### src/rtl/cpu_step_ctrl_pkg.sv
// Shared types and constants for the single-cycle datapath execution controller.
// Holds the FSM state encoding and the retired-instruction counter format.
package cpu_ctrl_pkg;

  typedef enum logic [1:0] {
    ST_IDLE = 2'd0,
    ST_STEP = 2'd1,
    ST_RUN  = 2'd2,
    ST_HALT = 2'd3
  } ctrl_state_t;

  localparam int COUNT_W = 16;
  localparam logic [COUNT_W-1:0] COUNT_SAT = 16'hFFFF;

  // Saturating increment for the retired-instruction counter.
  function automatic logic [COUNT_W-1:0] sat_inc(input logic [COUNT_W-1:0] v);
    return (v == COUNT_SAT) ? v : v + 16'd1;
  endfunction

endpackage

### src/rtl/cpu_step_ctrl_if.sv
// Board-side and datapath-side signals of the execution controller.
// The slave modport is the controller; the master modport is its environment.
interface cpu_step_ctrl_if;
  import cpu_ctrl_pkg::*;

  logic               step_key;
  logic               run_sw;
  logic [31:0]        pc;
  logic               step_en;
  logic [1:0]         state;
  logic               halted;
  logic [COUNT_W-1:0] instr_count;

  modport master (
    output step_key, run_sw, pc,
    input  step_en, state, halted, instr_count
  );

  modport slave (
    input  step_key, run_sw, pc,
    output step_en, state, halted, instr_count
  );

endinterface

### src/rtl/cpu_step_ctrl_key_debounce.sv
// Synchronizes and debounces an active-low pushbutton and emits a one-cycle
// press pulse on each accepted 1->0 change of the debounced level.
module key_debounce #(
  parameter int DEBOUNCE_CYCLES = 250000
) (
  input  logic clk,
  input  logic reset,
  input  logic key_raw,
  output logic press
);

  localparam int CW = $clog2(DEBOUNCE_CYCLES);
  localparam logic [CW-1:0] CNT_LAST = CW'(DEBOUNCE_CYCLES - 1);

  logic          sync1_r;
  logic          sync2_r;
  logic          stable_r;
  logic          stable_d_r;
  logic [CW-1:0] cnt_r;
  logic          press_r;

  // Synchronizer, stability counter and registered falling-edge pulse.
  always_ff @(posedge clk) begin
    if (reset) begin
      sync1_r    <= 1'b1;
      sync2_r    <= 1'b1;
      stable_r   <= 1'b1;
      stable_d_r <= 1'b1;
      cnt_r      <= '0;
      press_r    <= 1'b0;
    end else begin
      sync1_r    <= key_raw;
      sync2_r    <= sync1_r;
      stable_d_r <= stable_r;
      press_r    <= stable_d_r & ~stable_r;
      if (sync2_r != stable_r) begin
        if (cnt_r == CNT_LAST) begin
          stable_r <= sync2_r;
          cnt_r    <= '0;
        end else begin
          cnt_r <= cnt_r + CW'(1);
        end
      end else begin
        cnt_r <= '0;
      end
    end
  end

  assign press = press_r;

endmodule

### src/rtl/cpu_step_ctrl.sv
// Execution controller: turns a debounced step key or the run switch into
// single-cycle datapath update enables, halting after the last instruction.
module cpu_step_ctrl
  import cpu_ctrl_pkg::*;
#(
  parameter int          DEBOUNCE_CYCLES = 250000,
  parameter int          RUN_DIV         = 50000000,
  parameter logic [31:0] PC_LAST         = 32'd36
) (
  input  logic           clk,
  input  logic           reset,
  cpu_step_ctrl_if.slave bus
);

  localparam int DW = $clog2(RUN_DIV);
  localparam logic [DW-1:0] DIV_LAST = DW'(RUN_DIV - 1);

  ctrl_state_t        state_r;
  logic [DW-1:0]      div_r;
  logic [COUNT_W-1:0] count_r;
  logic               run_s1_r;
  logic               run_s;
  logic               press;
  logic               at_term;
  logic               pc_last;
  logic               step_en;

  key_debounce #(
    .DEBOUNCE_CYCLES(DEBOUNCE_CYCLES)
  ) u_key (
    .clk    (clk),
    .reset  (reset),
    .key_raw(bus.step_key),
    .press  (press)
  );

  assign at_term = (div_r == DIV_LAST);
  assign pc_last = (bus.pc == PC_LAST);

  // Reset suppresses the enable so a same-cycle reset never advances the datapath.
  assign step_en = ~reset & ((state_r == ST_STEP) |
                             ((state_r == ST_RUN) & at_term & run_s));

  // Switch synchronizer, retired counter, run divider and controller FSM.
  always_ff @(posedge clk) begin
    if (reset) begin
      state_r  <= ST_IDLE;
      div_r    <= '0;
      count_r  <= '0;
      run_s1_r <= 1'b0;
      run_s    <= 1'b0;
    end else begin
      run_s1_r <= bus.run_sw;
      run_s    <= run_s1_r;
      if (step_en) begin
        count_r <= sat_inc(count_r);
      end
      case (state_r)
        ST_IDLE: begin
          div_r <= '0;
          if (run_s) begin
            state_r <= ST_RUN;
          end else if (press) begin
            state_r <= ST_STEP;
          end
        end
        ST_STEP: begin
          state_r <= pc_last ? ST_HALT : ST_IDLE;
        end
        ST_RUN: begin
          if (!run_s) begin
            state_r <= ST_IDLE;
            div_r   <= '0;
          end else if (at_term) begin
            div_r <= '0;
            if (pc_last) begin
              state_r <= ST_HALT;
            end
          end else begin
            div_r <= div_r + DW'(1);
          end
        end
        ST_HALT: begin
          div_r <= '0;
        end
        default: begin
          state_r <= ST_IDLE;
          div_r   <= '0;
        end
      endcase
    end
  end

  assign bus.step_en     = step_en;
  assign bus.state       = state_r;
  assign bus.halted      = (state_r == ST_HALT);
  assign bus.instr_count = count_r;

endmodule

### src/flat_wrapper.sv
// flat-port wrapper written by rule: the top's interface ports become plain ports
module cpu_step_ctrl_flat import cpu_ctrl_pkg::*;
#(
  parameter int          DEBOUNCE_CYCLES = 250000,
  parameter int          RUN_DIV         = 50000000,
  parameter logic [31:0] PC_LAST         = 32'd36
)
  (clk, reset, bus_step_key, bus_run_sw, bus_pc, bus_step_en, bus_state, bus_halted, bus_instr_count);
  cpu_step_ctrl_if bus_i ();
  input  logic clk;
  input  logic reset;
  input wire logic [$bits(bus_i.step_key)-1:0] bus_step_key;
  input wire logic [$bits(bus_i.run_sw)-1:0] bus_run_sw;
  input wire logic [$bits(bus_i.pc)-1:0] bus_pc;
  output wire logic [$bits(bus_i.step_en)-1:0] bus_step_en;
  output wire logic [$bits(bus_i.state)-1:0] bus_state;
  output wire logic [$bits(bus_i.halted)-1:0] bus_halted;
  output wire logic [$bits(bus_i.instr_count)-1:0] bus_instr_count;
  assign bus_i.step_key = bus_step_key;
  assign bus_i.run_sw = bus_run_sw;
  assign bus_i.pc = bus_pc;
  assign bus_step_en = bus_i.step_en;
  assign bus_state = bus_i.state;
  assign bus_halted = bus_i.halted;
  assign bus_instr_count = bus_i.instr_count;
  cpu_step_ctrl #(.DEBOUNCE_CYCLES(DEBOUNCE_CYCLES), .RUN_DIV(RUN_DIV), .PC_LAST(PC_LAST)) u_core (.clk(clk), .reset(reset), .bus(bus_i));
endmodule
### config.mk
export PLATFORM = sky130hd
export DESIGN_NAME = cpu_step_ctrl_flat
export DESIGN_NICKNAME = d
export VERILOG_FILES = /design/src/rtl/cpu_step_ctrl_pkg.sv /design/src/rtl/cpu_step_ctrl_if.sv /design/src/rtl/cpu_step_ctrl_key_debounce.sv /design/src/rtl/cpu_step_ctrl.sv /design/src/flat_wrapper.sv
export SDC_FILE = /design/constraint.sdc
export NUM_CORES = 1
export LEC_CHECK = 0
export ABC_CLOCK_PERIOD_IN_PS = 2700
export CELL_PAD_IN_SITES_DETAIL_PLACEMENT = 1
export CELL_PAD_IN_SITES_GLOBAL_PLACEMENT = 1
export CORE_AREA = 2 2 109 111
export DETAILED_ROUTE_END_ITERATION = 8
export DIE_AREA = 0 0 111 113
export GPL_TIMING_DRIVEN = 0
export HOLD_SLACK_MARGIN = 0.12
export PLACE_DENSITY_LB_ADDON = 0.1
export SETUP_SLACK_MARGIN = 0.2
export SLEW_MARGIN = 25
export SYNTH_ARGS = -nofsm -noshare
export SYNTH_HDL_FRONTEND = slang
export SYNTH_SLANG_ARGS = --single-unit
### constraint.sdc
create_clock -name clk -period 2.7 [get_ports clk]
set_input_delay 0.675 -clock clk [delete_from_list [all_inputs] [get_ports clk]]
set_output_delay 0.675 -clock clk [all_outputs]
set_load 0.02 [all_outputs]
==> results.cfg, run 1 <==
[outcome]
outcome = complete, but fails checks
failed_checks = setup timing

[cts]
cts_tree = built
path_clk_slew_ns = 0.06
ctsHtreeMaxLevel = 3
cts.root.buffer_cell = sky130_fd_sc_hd__clkbuf_16
clock_latency_ns = 0.34
cts_inserted_buffers = 9
cts_sinks = 69
ctsLongestPathBuffers = 2
cts_hold_buf = 0

[synth]
synth-edff-count = 0
syn_avg_cell_area_sq_um = 8.72
synth_seq_cells = 69
largest_family_of_logic_cells_by_synthesized_area = simple AND/OR/NAND/NOR gates
synth.area.mux_share_pct = 2.54
yosys.cell_types.count = 55
synthesis.instances = 384
synth_compound_area_share_pct = 7.58
ys_warn_count = 0
mappedNetlistNets = 428
yosysSeqAreaShare_pct = 41.2
yosys_most_used_dff = sky130_fd_sc_hd__dfxtp_1
synth_simple_gate_area_share_pct = 30.7
synthesized_area_fraction_occupied_by_xor_and_xnor_cells_pct = 10.2
synth-adder-area-share_pct = 2.99
fraction_of_synthesis_flops_using_an_asynchronous_set_or_reset_pin_pct = 0
mappedNetlistArea_sq_um = 3350

[worst_hold_path]
hp-start = u_core.u_key.stable_d_r
min_path_type = reg2reg
holdPathEnd = u_core.u_key.press
holdPathStages = 2

[placed_design]
pre_cts_ws_ns = -0.539
gpl.final_weighted_congestion = 0.741
placement.io_buffers = 54
hpwlAfterDp_microns = 6750

[job]
max-cap-violations = 0

[routing]
detail_route.iter0.violations = 56
avgRoutedWirePerCell_microns = 15.4
post_route_wl_microns = 9470
drt-pass1-iter-count = 4
vias = 3033
detail-route-antenna-nets = 0
remaining_drc_errors = 0
post_dr_vias_cell = 4.92

[die]
die_width_microns = 111
i_o_pin_cnt = 56
floorplan.rows = 39
standard_cell_core_area_sq_um = 11300
die_h_microns = 113
start_util_pct = 29.7
die_area_sq_um = 12500

[global_routing]
grt_first_pass_wirelength_microns = 16100
grt.total_usage_pct = 16.2
antenna_found_initial = 0
globalRoute.totalOverflow = 0
number_of_global_route_vias_before_repair = 3160
grt_max_degree = 13

[sta]
final_period_minus_worst_setup_slack_ns = 2.80
setup_viol = 1
final-hold-violation-count = 0
setup_slack_ns = -0.0979
fin_worst_hold_slack_ns = 0.411
unrepaired_setup_endpoints_after_global_routing = yes
finClkSkew_ns = 0.00378
max_freq_ghz = 0.357
timing_max_transition_violations_final = 0
layout_worst_path_cycle_share_pct = 104
slew_headroom_pct = 61.7
worstMarginPinSlew_ns = 0.569

[finish]
footprint_of_the_multi_input_gates_sq_um = 1880
area_delta_synth_final_pct = 39.6
num_antenna_cells = 0
filler_cell_count = 1285
utilization_of_the_core_after_routing_pct = 41.5
ff_latch_area_sq_um = 1420
net_count_final = 512
layout_common_cells = sky130_fd_sc_hd__nor2_1, sky130_fd_sc_hd__clkdlybuf4s50_1, sky130_fd_sc_hd__dfxtp_1
share_of_layout_cells_above_drive_strength_1_pct = 17.1
layout.cells.most_common = sky130_fd_sc_hd__nor2_1

[setup_path]
worstRegToRegCells = 8
timing.critical_path.arrival_ns = 2.12
end_kind = output port
critical_path_peak_fanout = 4
cp_cell_sequence = nand3_4 > or4_4 > o31a_4 > buf_8 > clkbuf_16 > nor2_4 > buf_6
worstReg2RegEnd = u_core.bus.instr_count[14]
crit_type = reg2out
reg2reg_slack_ns = 0.32
critical_path.reg2reg.startpoint = u_core.div_r[5]
standard_cell_with_the_maximum_stage_delay_on_the_critical_path = sky130_fd_sc_hd__or4_4
timing.critical_path.from_type = register
stage_delay_of_the_slowest_cell_on_the_critical_path_ns = 0.57
worst_ep_required_time_ns = 2.03

[pwr]
total_leakage_power_nw = 1.60
vdd.ir_drop.worst_uv = 417
pwr_density_cell_nw_per_um2 = 619
-- cells in the mapped netlist (all sizes together) (2+ instances only) --
| master | count | area, sq um |
|---|---|---|
| nand4b | 2 | 17.5 |
| mux2i | 4 | 40.0 |
| nor2b | 9 | 56.3 |
| buf | 5 | 30.0 |
| o31a | 2 | 26.3 |
| mux2 | 4 | 45.0 |
| ha | 8 | 100 |
| o31ai | 6 | 45.0 |
| xor2 | 15 | 131 |
| inv | 16 | 60.1 |
| o21ai | 9 | 45.0 |
| or2 | 3 | 18.8 |
| a21oi | 12 | 60.1 |
| and2 | 3 | 20.0 |
| nor4bb | 2 | 20.0 |
| nand2 | 26 | 97.6 |
| nand4 | 18 | 119 |
| or4 | 8 | 63.8 |
| nor4b | 3 | 26.3 |
| dfxtp | 69 | 1380 |
| or3 | 7 | 45.1 |
| and4 | 4 | 36.3 |
| and3 | 7 | 43.8 |
| nand3 | 13 | 65.1 |
| nor2 | 61 | 229 |
| nor3 | 11 | 55.1 |
| xnor2 | 24 | 210 |
| clkbuf | 7 | 56.3 |
| nor4 | 12 | 90.1 |
-- cell type report --
cell class,count,area share (%)
well taps,143,3.83
plain buffers,12,2.19
clock buffers,10,4.90
clock inverters,6,2.38
flip-flops and latches,69,30.3
repair buffers,74,14.8
inverters,17,1.36
multi-input cells,285,40.3
-- layer usage --
layer	share of wire (%)	GRT usage [%]	wire length, microns
met1	47	20.4	4420
met2	48	26.7	4510
met3	4.5	5.36	429
met4	1.1	4.25	106
met5	0	0	0
-- power breakdown --
| group | switching, mW | leakage [nW] | total (mW) | internal [mW] |
|---|---|---|---|---|
| logic | 0.228 | 0.867 | 0.455 | 0.227 |
| clock network | 0.468 | 0.163 | 1.37 | 0.902 |
| registers | 0.0312 | 0.567 | 1.07 | 1.04 |
-- logic make-up (layout without fill, tap and decap cells) --
kind of cell	Yosys count	after routing
fa+ha+maj	8	8
buf+inv	30	119
flops	69	69
compound gates	38	38
mux	8	8
xor+xnor	39	39
simple gates	192	192
-- registers in the layout, summed over array words and instances, names as in the netlist --
signal	flops
u_core.bus.instr_count	16
u_core.bus.state	2
u_core.div_r	26
u_core.run_s	1
u_core.run_s1_r	1
u_core.u_key.cnt_r	18
u_core.u_key.press	1
u_core.u_key.stable_d_r	1
u_core.u_key.stable_r	1
u_core.u_key.sync1_r	1
u_core.u_key.sync2_r	1
-- worst max-delay path by stage --
stage | from | endpoint | cells past startpoint
floorplan | u_core.div_r[19] | bus_step_en | 6
global placement | reset | bus_step_en | 5
detailed placement | reset | bus_step_en | 5
CTS | u_core.div_r[19] | bus_step_en | 7
global route | u_core.div_r[18] | bus_step_en | 7
finish | u_core.div_r[5] | bus_step_en | 7
-- metrics by stage --
stage                     std cells  cell area, sq um  total power, mW  setup TNS, ns
after global routing            616              4680             3.03         -0.154
after detailed placement        581              4080             1.50         -0.539
after CTS                       608              4550             2.92         -0.215
after floorplan                 384              3360             1.33              0
final                           616              4680             2.89        -0.0979
after global placement          581              4080             1.50         -0.526
-- repair_timing --
action                                  in CTS  in global routing
pin swaps                                    4                  6
endpoints found under the setup margin       4                 24
resized for setup                           20                 23
buffers inserted                            11                  9
-- worst max-delay path: cells and delay by family, from the launching register on --
family          cells  cell delay (ns)
simple gates        3             0.73
buf+inv             3             0.37
compound gates      1             0.31
flops               1             0.37
Power figures use the tool's default switching activity.
==> inputs of run 2 (changes only) <==
--- a/config.mk
+++ b/config.mk
@@ -5,7 +5,6 @@
 export SDC_FILE = /design/constraint.sdc
 export NUM_CORES = 1
 export LEC_CHECK = 0
-export ABC_CLOCK_PERIOD_IN_PS = 2700
 export CELL_PAD_IN_SITES_DETAIL_PLACEMENT = 1
 export CELL_PAD_IN_SITES_GLOBAL_PLACEMENT = 1
 export CORE_AREA = 2 2 109 111
==> results of run 2 <==
Final layout, timing and power as in run 1 (identical DEF).
==> inputs of run 3 (changes only) <==
--- a/config.mk
+++ b/config.mk
@@ -10,7 +10,6 @@
 export CORE_AREA = 2 2 109 111
 export DETAILED_ROUTE_END_ITERATION = 8
 export DIE_AREA = 0 0 111 113
-export GPL_TIMING_DRIVEN = 0
 export HOLD_SLACK_MARGIN = 0.12
 export PLACE_DENSITY_LB_ADDON = 0.1
 export SETUP_SLACK_MARGIN = 0.2
==> run 3 against run 2 <==
Net effect:
- the flow now finishes without violations
- setup slack gained 0.18 ns
- via count fell by 2.2%
- register-to-register slack improved by 0.03 ns
- clock skew about the same
- design area decreased by 2.6%
- cell count decreased by 1.9%
- flip-flop and latch count did not move
- critical path type unchanged
==> results.cfg, run 3 (same netlist as run 1, synthesis figures left out) <==
[finish]
area_delta_synth_final_pct = 35.9
top_register = u_core.div_r
net_count_final = 500
number_of_flip_flops_in_the_largest_register = 26
layout.cells.most_common = sky130_fd_sc_hd__nor2_1
layout_common_cells = sky130_fd_sc_hd__nor2_1, sky130_fd_sc_hd__dfxtp_1, sky130_fd_sc_hd__clkdlybuf4s50_1
num_antenna_cells = 0
utilization_of_the_core_after_routing_pct = 40.4
share_of_layout_cells_above_drive_strength_1_pct = 13.7

[routing]
remaining_drc_errors = 0
avgRoutedWirePerCell_microns = 15.7
detail-route-antenna-nets = 0
vias = 2965
drt-pass1-iter-count = 4
post_route_wl_microns = 9490
detail_route.iter0.violations = 104
post_dr_vias_cell = 4.91

[setup_path]
crit_type = reg2out
timing.critical_path.from_type = register
critical_path_peak_fanout = 4
worst_ep_required_time_ns = 2.03
critical_path.reg2reg.startpoint = u_core.div_r[21]
reg2reg_slack_ns = 0.35
end_kind = output port
timing.critical_path.from = u_core.div_r[21]
timing.critical_path.to = bus_step_en
worstRegToRegCells = 6
timing.critical_path.arrival_ns = 1.95
worstReg2RegEnd = u_core.bus.instr_count[10]

[global_routing]
number_of_global_route_vias_before_repair = 3118
antenna_found_initial = 0
grt_first_pass_wirelength_microns = 15700
grt_max_degree = 25
globalRoute.totalOverflow = 0
grt.total_usage_pct = 15.8

[cts]
cts_hold_buf = 0
cts_tree = built
ctsHtreeMaxLevel = 3
cts_inserted_buffers = 9
cts_sinks = 69
path_clk_slew_ns = 0.06
cts.root.buffer_cell = sky130_fd_sc_hd__clkbuf_16
ctsLongestPathBuffers = 2
clock_latency_ns = 0.34

[sta]
worstMarginPinSlew_ns = 0.682
setup_viol = 0
timing_max_transition_violations_final = 0
fin_worst_hold_slack_ns = 0.420
unrepaired_setup_endpoints_after_global_routing = yes
slew_headroom_pct = 54.2
final_period_minus_worst_setup_slack_ns = 2.62
finClkSkew_ns = 0.00408
max_freq_ghz = 0.382
final-hold-violation-count = 0
fin_tns_setup_ns = 0
layout_worst_path_cycle_share_pct = 97.0

[outcome]
outcome = finished clean

[die]
standard_cell_core_area_sq_um = 11300
start_util_pct = 29.7
die_h_microns = 113
i_o_pin_cnt = 56
die_width_microns = 111
die_area_sq_um = 12500
floorplan.rows = 39

[pwr]
fin_total_pwr_mw = 2.85
total_leakage_power_nw = 1.54
pwr_density_cell_nw_per_um2 = 625
vdd.ir_drop.worst_uv = 404

[placed_design]
hpwlAfterDp_microns = 6450
placement.io_buffers = 55
gpl.final_weighted_congestion = 0.779

[job]
max-cap-violations = 0

[worst_hold_path]
min_path_type = reg2reg
-- run 3: changes by cell type in the layout (fill, tap and decap cells not counted), sizes merged --
cell	before	now
clkdlybuf4s50	53	54
o31a	2	3
clkinvlp	1	0
buf	26	19
clkbuf	17	12
clkinv	3	2
-- run 3: worst min-delay path by stage --
| stage | startpoint | to | cells after the start |
|---|---|---|---|
| floorplan | u_core.u_key.sync1_r | u_core.u_key.sync2_r | 1 |
| global placement | u_core.u_key.sync1_r | u_core.u_key.sync2_r | 1 |
| finish | u_core.u_key.sync1_r | u_core.u_key.sync2_r | 1 |
| global route | u_core.u_key.sync1_r | u_core.u_key.sync2_r | 1 |
| CTS | u_core.u_key.sync1_r | u_core.u_key.sync2_r | 1 |
| detailed placement | u_core.u_key.sync1_r | u_core.u_key.sync2_r | 1 |
-- run 3: layout make-up --
class,count,area [sq um]
Inverter,17,63.8
Clock buffer,12,246
Sequential cell,69,1410
Fill cell,1291,6720
Timing Repair Buffer,73,699
Multi-Input combinational cell,286,1860
Clock inverter,4,95.1
Tap cell,143,179
-- run 3: what timing repair did --
item	in CTS	in global routing
setup endpoints to repair	1	4
endpoints found under the hold margin	0	0
gates resized for setup	14	8
setup buffers	7	2
pin swaps	4	3
cloned	1	0
-- run 3: routing by layer --
metal / routed length [microns] / track usage [%] / vias to the layer above
met2: 4410 / 26.0 / 51
li1: - / - / 1495
met3: 384 / 4.55 / 11
met5: 0 / 0 / -
met1: 4520 / 19.6 / 1408
met4: 180 / 6.42 / 0
-- run 3: critical path, stage by stage, from the launching register on --
cell,delay [ns]
sky130_fd_sc_hd__dfxtp_4,0.36
sky130_fd_sc_hd__nand4_4,0.12
sky130_fd_sc_hd__or4_4,0.55
sky130_fd_sc_hd__o31a_4,0.38
sky130_fd_sc_hd__nor2_4,0.09
sky130_fd_sc_hd__buf_6,0.12
-- run 3: per-stage QoR --
| step | setup slack [ns] | cells | area [sq um] |
|---|---|---|---|
| floorplan | 0.244 | 384 | 3360 |
| global placement | 0.221 | 578 | 4070 |
| detailed placement | 0.195 | 578 | 4070 |
| CTS | 0.0111 | 602 | 4510 |
| global route | 0.00170 | 604 | 4550 |
| finish | 0.0797 | 604 | 4550 |
-- run 3: where the power goes --
group          leakage (nW)  switching [mW]  internal [mW]  total, mW
Sequential            0.564          0.0304           1.04       1.07
Combinational         0.811           0.217          0.188      0.405
Clock                 0.167           0.447          0.926       1.37
